## config.mk

```make
export PLATFORM = sky130hd
export DESIGN_NAME = riscv_core_alu_decode
export DESIGN_NICKNAME = d
export VERILOG_FILES = /design/src/rtl/riscv_core_alu_decode.sv
export SDC_FILE = /design/constraint.sdc
export NUM_CORES = 1
export LEC_CHECK = 0
export ABC_AREA = 1
export BUFFER_PORTS_ARGS = -buffer_cell sky130_fd_sc_hd__clkbuf_2
export CAP_MARGIN = 30
export CORE_AREA = 2 2 143 145
export CTS_CLUSTER_SIZE = 16
export DETAILED_ROUTE_END_ITERATION = 16
export DIE_AREA = 0 0 145 147
export HOLD_SLACK_MARGIN = 0.08
export PLACE_DENSITY = 0.69
export REMOVE_ABC_BUFFERS = 1
export SLEW_MARGIN = 25
export SYNTH_ARGS = -nofsm -noshare
export SYNTH_HDL_FRONTEND = slang
export SYNTH_SLANG_ARGS = --single-unit
```

## constraint.sdc

```tcl
create_clock -name i_clk -period 1.86 [get_ports i_clk]
set_input_delay 0.093 -clock i_clk [delete_from_list [all_inputs] [get_ports i_clk]]
set_output_delay 0.093 -clock i_clk [all_outputs]
set_load 0.005 [all_outputs]
```

## src/rtl/riscv_core_alu_decode.sv

```systemverilog
// rtl/riscv_core_alu_decode.sv - RV64I integer-ALU decode stage with a one-entry valid/ready output register.
// Optional RISCV_ALU_DECODE_STATS_EN adds accepted-legal and accepted-illegal instruction counters.
module riscv_core_alu_decode #(
    parameter int XLEN = 64
) (
    input  logic            i_clk,
    input  logic            i_rst,
    input  logic            i_valid,
    output logic            o_ready,
    input  logic [31:0]     i_instr,
    input  logic [XLEN-1:0] i_pc,
    input  logic [XLEN-1:0] i_rs1_data,
    input  logic [XLEN-1:0] i_rs2_data,
    input  logic            i_flush,
    output logic            o_valid,
    input  logic            i_ready,
    output logic [XLEN-1:0] o_alu_srcA,
    output logic [XLEN-1:0] o_alu_srcB,
    output logic [3:0]      o_alu_control,
    output logic            o_alu_isword,
    output logic [4:0]      o_rd,
    output logic            o_rd_we,
    output logic            o_illegal
`ifdef RISCV_ALU_DECODE_STATS_EN
    ,
    output logic [31:0]     o_issue_count,
    output logic [31:0]     o_illegal_count
`endif
);

    localparam logic [6:0] OPC_OP       = 7'b0110011;
    localparam logic [6:0] OPC_OP_IMM   = 7'b0010011;
    localparam logic [6:0] OPC_OP_32    = 7'b0111011;
    localparam logic [6:0] OPC_OP_IMM32 = 7'b0011011;
    localparam logic [6:0] OPC_LUI      = 7'b0110111;
    localparam logic [6:0] OPC_AUIPC    = 7'b0010111;

    localparam logic [3:0] ALU_ADD  = 4'b0000;
    localparam logic [3:0] ALU_SUB  = 4'b0001;
    localparam logic [3:0] ALU_AND  = 4'b0010;
    localparam logic [3:0] ALU_OR   = 4'b0011;
    localparam logic [3:0] ALU_SLL  = 4'b0100;
    localparam logic [3:0] ALU_SLT  = 4'b0101;
    localparam logic [3:0] ALU_XOR  = 4'b0110;
    localparam logic [3:0] ALU_SRL  = 4'b0111;
    localparam logic [3:0] ALU_SLTU = 4'b1000;
    localparam logic [3:0] ALU_SRA  = 4'b1111;

    function automatic logic [3:0] alu_op(input logic [2:0] f3, input logic alt);
        logic [3:0] op;
        case (f3)
            3'b000:  op = alt ? ALU_SUB : ALU_ADD;
            3'b001:  op = ALU_SLL;
            3'b010:  op = ALU_SLT;
            3'b011:  op = ALU_SLTU;
            3'b100:  op = ALU_XOR;
            3'b101:  op = alt ? ALU_SRA : ALU_SRL;
            3'b110:  op = ALU_OR;
            default: op = ALU_AND;
        endcase
        return op;
    endfunction

    logic [6:0]      opcode;
    logic [2:0]      funct3;
    logic [6:0]      funct7;
    logic [XLEN-1:0] imm_i;
    logic [XLEN-1:0] imm_u;
    logic            funct7_ok;
    logic            shift_hi_ok;
    logic            word_f3_ok;

    assign opcode      = i_instr[6:0];
    assign funct3      = i_instr[14:12];
    assign funct7      = i_instr[31:25];
    assign imm_i       = {{(XLEN-12){i_instr[31]}}, i_instr[31:20]};
    assign imm_u       = {{(XLEN-32){i_instr[31]}}, i_instr[31:12], 12'b0};
    assign funct7_ok   = (funct7 == 7'b0000000) ||
                         (funct7 == 7'b0100000 && (funct3 == 3'b000 || funct3 == 3'b101));
    // Only the right-shift encoding may carry the arithmetic bit in the upper immediate.
    assign shift_hi_ok = (i_instr[31:26] == 6'b000000) ||
                         (i_instr[31:26] == 6'b010000 && funct3 == 3'b101);
    assign word_f3_ok  = (funct3 == 3'b000) || (funct3 == 3'b001) || (funct3 == 3'b101);

    logic [XLEN-1:0] dec_src_a;
    logic [XLEN-1:0] dec_src_b;
    logic [3:0]      dec_control;
    logic            dec_isword;
    logic            dec_legal;
    logic [XLEN-1:0] raw_src_a;
    logic [XLEN-1:0] raw_src_b;
    logic [3:0]      raw_control;
    logic            raw_isword;

    always_comb begin
        raw_src_a   = '0;
        raw_src_b   = '0;
        raw_control = ALU_ADD;
        raw_isword  = 1'b0;
        dec_legal   = 1'b0;
        case (opcode)
            OPC_OP, OPC_OP_32: begin
                raw_src_a   = i_rs1_data;
                raw_src_b   = i_rs2_data;
                raw_control = alu_op(funct3, funct7[5]);
                raw_isword  = (opcode == OPC_OP_32);
                dec_legal   = funct7_ok && (opcode == OPC_OP || word_f3_ok);
            end
            OPC_OP_IMM: begin
                raw_src_a = i_rs1_data;
                if (funct3 == 3'b001 || funct3 == 3'b101) begin
                    raw_src_b   = {{(XLEN-6){1'b0}}, i_instr[25:20]};
                    raw_control = alu_op(funct3, i_instr[30]);
                    dec_legal   = shift_hi_ok;
                end else begin
                    // Immediate forms never carry the alternate bit, so addi stays add.
                    raw_src_b   = imm_i;
                    raw_control = alu_op(funct3, 1'b0);
                    dec_legal   = 1'b1;
                end
            end
            OPC_OP_IMM32: begin
                raw_src_a  = i_rs1_data;
                raw_isword = 1'b1;
                if (funct3 == 3'b000) begin
                    raw_src_b   = imm_i;
                    raw_control = ALU_ADD;
                    dec_legal   = 1'b1;
                end else begin
                    raw_src_b   = {{(XLEN-5){1'b0}}, i_instr[24:20]};
                    raw_control = alu_op(funct3, i_instr[30]);
                    dec_legal   = word_f3_ok && shift_hi_ok && !i_instr[25];
                end
            end
            OPC_LUI: begin
                raw_src_b = imm_u;
                dec_legal = 1'b1;
            end
            OPC_AUIPC: begin
                raw_src_a = i_pc;
                raw_src_b = imm_u;
                dec_legal = 1'b1;
            end
            default: dec_legal = 1'b0;
        endcase
    end

    assign dec_src_a   = dec_legal ? raw_src_a   : '0;
    assign dec_src_b   = dec_legal ? raw_src_b   : '0;
    assign dec_control = dec_legal ? raw_control : ALU_ADD;
    assign dec_isword  = dec_legal && raw_isword;

    logic accept;
    assign o_ready = !i_flush && (!o_valid || i_ready);
    assign accept  = i_valid && o_ready;

    always_ff @(posedge i_clk) begin
        if (i_rst) begin
            o_valid       <= 1'b0;
            o_alu_srcA    <= '0;
            o_alu_srcB    <= '0;
            o_alu_control <= ALU_ADD;
            o_alu_isword  <= 1'b0;
            o_rd          <= '0;
            o_rd_we       <= 1'b0;
            o_illegal     <= 1'b0;
        end else if (i_flush) begin
            o_valid <= 1'b0;
        end else if (accept) begin
            o_valid       <= 1'b1;
            o_alu_srcA    <= dec_src_a;
            o_alu_srcB    <= dec_src_b;
            o_alu_control <= dec_control;
            o_alu_isword  <= dec_isword;
            o_rd          <= dec_legal ? i_instr[11:7] : 5'd0;
            o_rd_we       <= dec_legal && (i_instr[11:7] != 5'd0);
            o_illegal     <= !dec_legal;
        end else if (i_ready) begin
            o_valid <= 1'b0;
        end
    end

`ifdef RISCV_ALU_DECODE_STATS_EN
    always_ff @(posedge i_clk) begin
        if (i_rst) begin
            o_issue_count   <= '0;
            o_illegal_count <= '0;
        end else if (accept) begin
            if (dec_legal) begin
                o_issue_count <= o_issue_count + 32'd1;
            end else begin
                o_illegal_count <= o_illegal_count + 32'd1;
            end
        end
    end
`endif

endmodule
```

==> After elaboration in Yosys (flattened, before gate mapping) <==
Index checks and enable logic that the tools add are counted.
{ "totals": {"wordCells": 76, "output_inout_bits": 142, "reg_bits": 141, "in_bits": 229} }
{ "classes": {"n_bitwise": 1, "n_reduce_logical": 31, "eq_ne": 14, "n_mux": 22} }
{ "op_table": {"columns": ["operator", "n"], "rows": [
  ["64-bit two-way mux", 4],
  ["64-bit case mux with 4 select lines", 1],
  ["64-bit case mux with 2 select lines", 1],
  ["4-bit case mux with 7 select lines", 2],
  ["7-bit by 6-bit == test with 1-bit output, second input constant", 4],
  ["4-bit case mux with 6 select lines", 1],
  ["7-bit by 5-bit == test with 1-bit output, second input constant", 3],
  ["4-bit two-way mux", 4],
  ["4-bit case mux with 3 select lines", 1],
  ["3-bit == test, second input constant", 3],
  ["1-bit logical AND", 9],
  ["1-bit logical OR", 8],
  ["7-bit zero test", 1],
  ["3-bit by 2-bit == test with 1-bit output, second input constant", 2],
  ["6-bit by 5-bit == test with 1-bit output, second input constant", 1],
  ["6-bit zero test", 1],
  ["2-bit OR reduction", 3],
  ["1-bit two-way mux", 5],
  ["5-bit two-way mux", 1],
  ["5-bit nonzero test", 1],
  ["1-bit zero test", 4],
  ["1-bit case mux with 4 select lines", 1],
  ["4-bit OR reduction", 1],
  ["3-bit by 1-bit == test with 1-bit output, second input constant", 1],
  ["other kinds (5)", 5]
]} }

==> Longest topological paths before layout <==
{ "logic_depth": {"depth_word": 8, "depth_mapped": 13, "mapped_depth_nobuf": 11} }

==> Worst setup path before layout <==
OpenSTA, ideal clock, no wires.
{ "synth_timing": {"path_type": "register to register", "startpoint": "reg o_valid", "endpoint": "reg o_alu_srcB[26]", "path_slack_ns": 0.311, "setup_ns": 0.132, "required_time_ns": 1.728, "synth_period_minus_slack_ns": 1.549, "path_buffers": 2, "arrival_ns": 1.417, "path_stages_with_launch": 10, "path_cell_list": "dfxtp_1 inv_1 nor2_1 nor2_1 nand2_1 clkbuf_1 buf_1 nor2_1 nand2_1 a21oi_1"} }
{ "synth_between": {"elab_chain_len": 5} }
{ "synth_rtl": {"columns": ["item", "line_no", "source"], "rows": [
  ["start, declared", "15", "output logic o_valid,"],
  ["start signal, assigned", "159", "o_valid <= 1'b0;"],
  ["start signal, assigned", "168", "o_valid <= 1'b0;"],
  ["start signal, assigned", "170", "o_valid <= 1'b1;"],
  ["1-bit zero test", "154", "assign o_ready = !i_flush && (!o_valid || i_ready);"],
  ["1-bit logical OR", "154", null],
  ["1-bit logical AND", "154", null],
  ["net o_ready", "9", "output logic o_ready,"],
  ["1-bit logical AND", "155", "assign accept = i_valid && o_ready;"],
  ["2-bit AND reduction (no line)", null, null],
  ["end signal, assigned", "172", "o_alu_srcB <= dec_src_b;"],
  ["end, declared", "18", "output logic [XLEN-1:0] o_alu_srcB,"]
]} }
The timed path passes the listed nets, and every way through them passes these cells.
A chain may end at the register's enable or synchronous reset.

==> Worst setup path in the final report <==
{ "layout_timing": {"startpoint": "reg o_valid", "endpoint": "reg o_alu_srcA[10]"} }
{ "layout_between": {"elab_chain_len": 5} }
{ "layout_rtl": {"columns": ["item", "line_no", "source"], "rows": [
  ["1-bit zero test", "154", null],
  ["1-bit logical OR", "154", null],
  ["1-bit logical AND", "154", null],
  ["1-bit logical AND", "155", null],
  ["2-bit AND reduction (no line)", null, null],
  ["end signal, assigned", "171", "o_alu_srcA <= dec_src_a;"],
  ["end, declared", "17", "output logic [XLEN-1:0] o_alu_srcA,"]
]} }
Every way passes these cells.

==> flow_summary.ini <==
[sta]
clock_skew_ns = 0.007803
whs_ns = 0.09741
slew_headroom_pct = 77.05
finalHoldViolations = 0
finalCritPeriodShare_pct = 90.06
period_needed_ns = 1.675
rsz0062_at_grt = false
fin_ws_ns = 0.1849
finalSetupViolations = 0
tightest_slew_ns = 0.3443
slew_viol_final = 0
max_clock_freq_mhz = 597.0

[clocking]
tritoncts = built
clock_sinks = 141
cts_buffer_depth = 2
path_clk_slew_ns = 0.06
cts_made_buffers = 17
htreeDepth = 4
insertion_delay_ns = 0.42
cts-root-buf = clkbuf_16

[logic_synthesis]
synth-edff-count = 0
synth_area_mm2 = 0.007629
synth_area_per_cell_um2 = 6.016
syn_inst = 1268
synthFlopType = dfxtp_1
yosysWarningCount = 0
async_reset_ff_share_pct = 0
synth.most_common_cell = nand2_1
synth_largest_area_cell = dfxtp_1
ys_ff_latch = 141
yosysUniqueCellTypes = 22
synthTopCellsByCount = nand2_1 (464), a21oi_1 (209), nand3_1 (156), dfxtp_1 (141), nor2_1 (129)
synthTopCellsByArea = dfxtp_1 (37%), nand2_1 (23%), a21oi_1 (14%)
synth_top_cell_area_share_pct = 37.00
yosysSeqAreaShare_pct = 37.00

[global_route]
grt_pass1_wl_mm = 48.93
grt_pass1_vias = 9566
antenna_found_initial = 1
grt_usage_pct = 28.04
grt-ovfl-total = 0
grt_max_degree = 72

[worst_setup_path]
cpPeakStageDelay_ns = 0.31
cp_num_cells = 8
crit_required_ns = 2.21
path_buf_inv = 2
cp_slowest_cell = dfxtp_1
crit_type = flop to flop
reg2reg_to = o_alu_srcA[10]
worst_path_dominant_cell_family = simple AND/OR/NAND/NOR gates
crit_fanout = 32
worstRegToRegCells = 8
critical_path_arrival_ns = 2.02
regToRegSetupSlack_ns = 0.18
critPathCaptureType = flop
crit_path_start_kind = flop
path_cells = inv_1 > nor2_1 > nor2_1 > nand2_4 > buf_4 > a21oi_1 > nand2_1 > a21oi_1
r2r_start = o_valid

[power]
swShare_pct = 24.95
power_switching_mw = 1.864
power_mw = 7.471
pwr-share-comb_pct = 13.1
ir_worst_vdd_mv = 0.6085
pwr-share-seq_pct = 40.6
power.clock.fraction_pct = 46.2
p_per_area_mw_per_mm2 = 633.2
cellInternalPower_mw = 5.607
leakagePower_nw = 5.294

[final_layout]
fin_cells = 2009
final_cell_area_mm2 = 0.01180
fillers = 1895
syn2layout_area_growth_pct = 54.67
layout-drive-gt1-share_pct = 26.58
fin_nets = 1955

[floorplan]
rows = 52
die_w_um = 145
dieArea_mm2 = 0.02132
die_h_um = 147
io_pins = 371
core_area_mm2 = 0.01984
start_util_pct = 38.44

[place]
io_buffers = 370
pre_cts_ws_ns = 0.08720
dpl_cell_area_mm2 = 0.009851
post-dp-hpwl_mm = 19.91
gp_congestion = 0.9223
dp_cells = 1843

[routing]
via_count = 10364
drcViolationCount = 0
wirelength_mm = 31.22
drtAntennaViolNets = 0
viasPerCell = 5.159
drt_iter0_drc = 781
wire_per_inst_um = 15.54
firstDrtPassIters = 6

[hold_path]
hold_class = input port to flop
worstHoldPathCells = 5
holdPathEnd = o_alu_srcB[1]
min_from = i_rs2_data[1]

[job]
drv_cap = 0

[status]
status = complete, no violations
[power groups by stage]
| stage | clock, mW | combinational (mW) | sequential, mW |
|---|---|---|---|
| finish | 3.46 | 0.982 | 3.03 |
| detailed placement | 0 | 0.717 | 3.10 |
| global route | 3.64 | 1.05 | 3.03 |
| CTS | 3.52 | 0.939 | 3.03 |
| floorplan | 0 | 0.228 | 3.10 |
| global placement | 0 | 0.720 | 3.10 |
[worst min-delay path: cells and delay by family]
family | cells | cell delay [ns]
simple gates | 2 | 0.15
buf+inv | 1 | 0.09
compound gates | 2 | 0.12
[how the worst max path moves through the flow]
stage | endpoint | slack (ns) | from
global route | o_alu_isword | 0.04 | o_valid
floorplan | o_illegal | -4.56 | o_valid
global placement | o_alu_srcB[46] | 0.12 | i_instr[6]
finish | o_alu_srcA[10] | 0.18 | o_valid
CTS | o_alu_srcB[61] | 0.12 | o_valid
detailed placement | o_alu_srcB[38] | 0.09 | i_instr[6]
[registers in the layout (all words and copies together), names as in the netlist]
register,flops
o_alu_control,4
o_alu_srcB,64
o_alu_isword,1
o_alu_srcA,64
o_valid,1
o_illegal,1
o_rd,5
o_rd_we,1
[cell type report]
class,count,area [um^2],share of cell area [%]
multi-input combinational,985,4257,36.08
inverter,35,131.4,1.113
timing repair buffer,546,3654,30.97
sequential,141,2823,23.92
clock inverter,14,168.9,1.432
clock buffer,17,425.4,3.606
antenna,1,2.502,0.02121
tap,270,337.8,2.863
[layout by cell type (no fill, tap or decap)]
cell	instances
nand2_1	463
clkbuf_2	369
a21oi_1	209
nand3_1	154
dfxtp_1	141
dlygate4sd3_1	131
nor2_1	127
buf_4	34
inv_1	30
clkbuf_16	17
buf_12	12
o21ai_0	8
inv_2	5
nand4_1	4
nor2_4	4
clkinv_2	4
nor3_1	3
bufinv_16	3
clkinv_4	3
nor4_1	2
nor2_2	2
nand3_2	2
nand2_4	2
clkinvlp_4	2
inv_6	2
diode_2	1
a31oi_1	1
o211ai_1	1
o22ai_1	1
nand2_2	1
and2_1	1
[routing by layer]
metal / part of all wire (%) / vias to the layer above / global-route usage (%)
met1: 40 / 4643 / 33.77
met4: 5.7 / 0 / 15.35
met3: 7.3 / 156 / 5.994
li1: - / 5009 / -
met5: 0 / - / 0
met2: 47 / 556 / 46.93
[cells by family (layout without fill, tap and decap cells)]
logic type             count (synthesis)  after routing  share of synthesized area (%)
AO/OA/AOI/OAI                        220            220                          14.50
other                                  0              1                              0
flip-flops                           141            141                          37.00
AND/OR/NAND/NOR                      765            765                          40.74
buffers and inverters                142            612                          7.758
[through the flow]
stage	util, %	setup TNS (ns)
floorplan	-	-471.68
detailed placement	49.64	0
global route	59.46	0
finish	59.46	0
CTS	59.24	0
global placement	49.64	0
[timing repair]
action                     CTS  global route
setup endpoints to repair    0             7
setup buffers                0             3
gates resized for setup      0             1
hold endpoints to repair    81             0
hold buffers               131             0
Power figures use the tool's default switching activity.
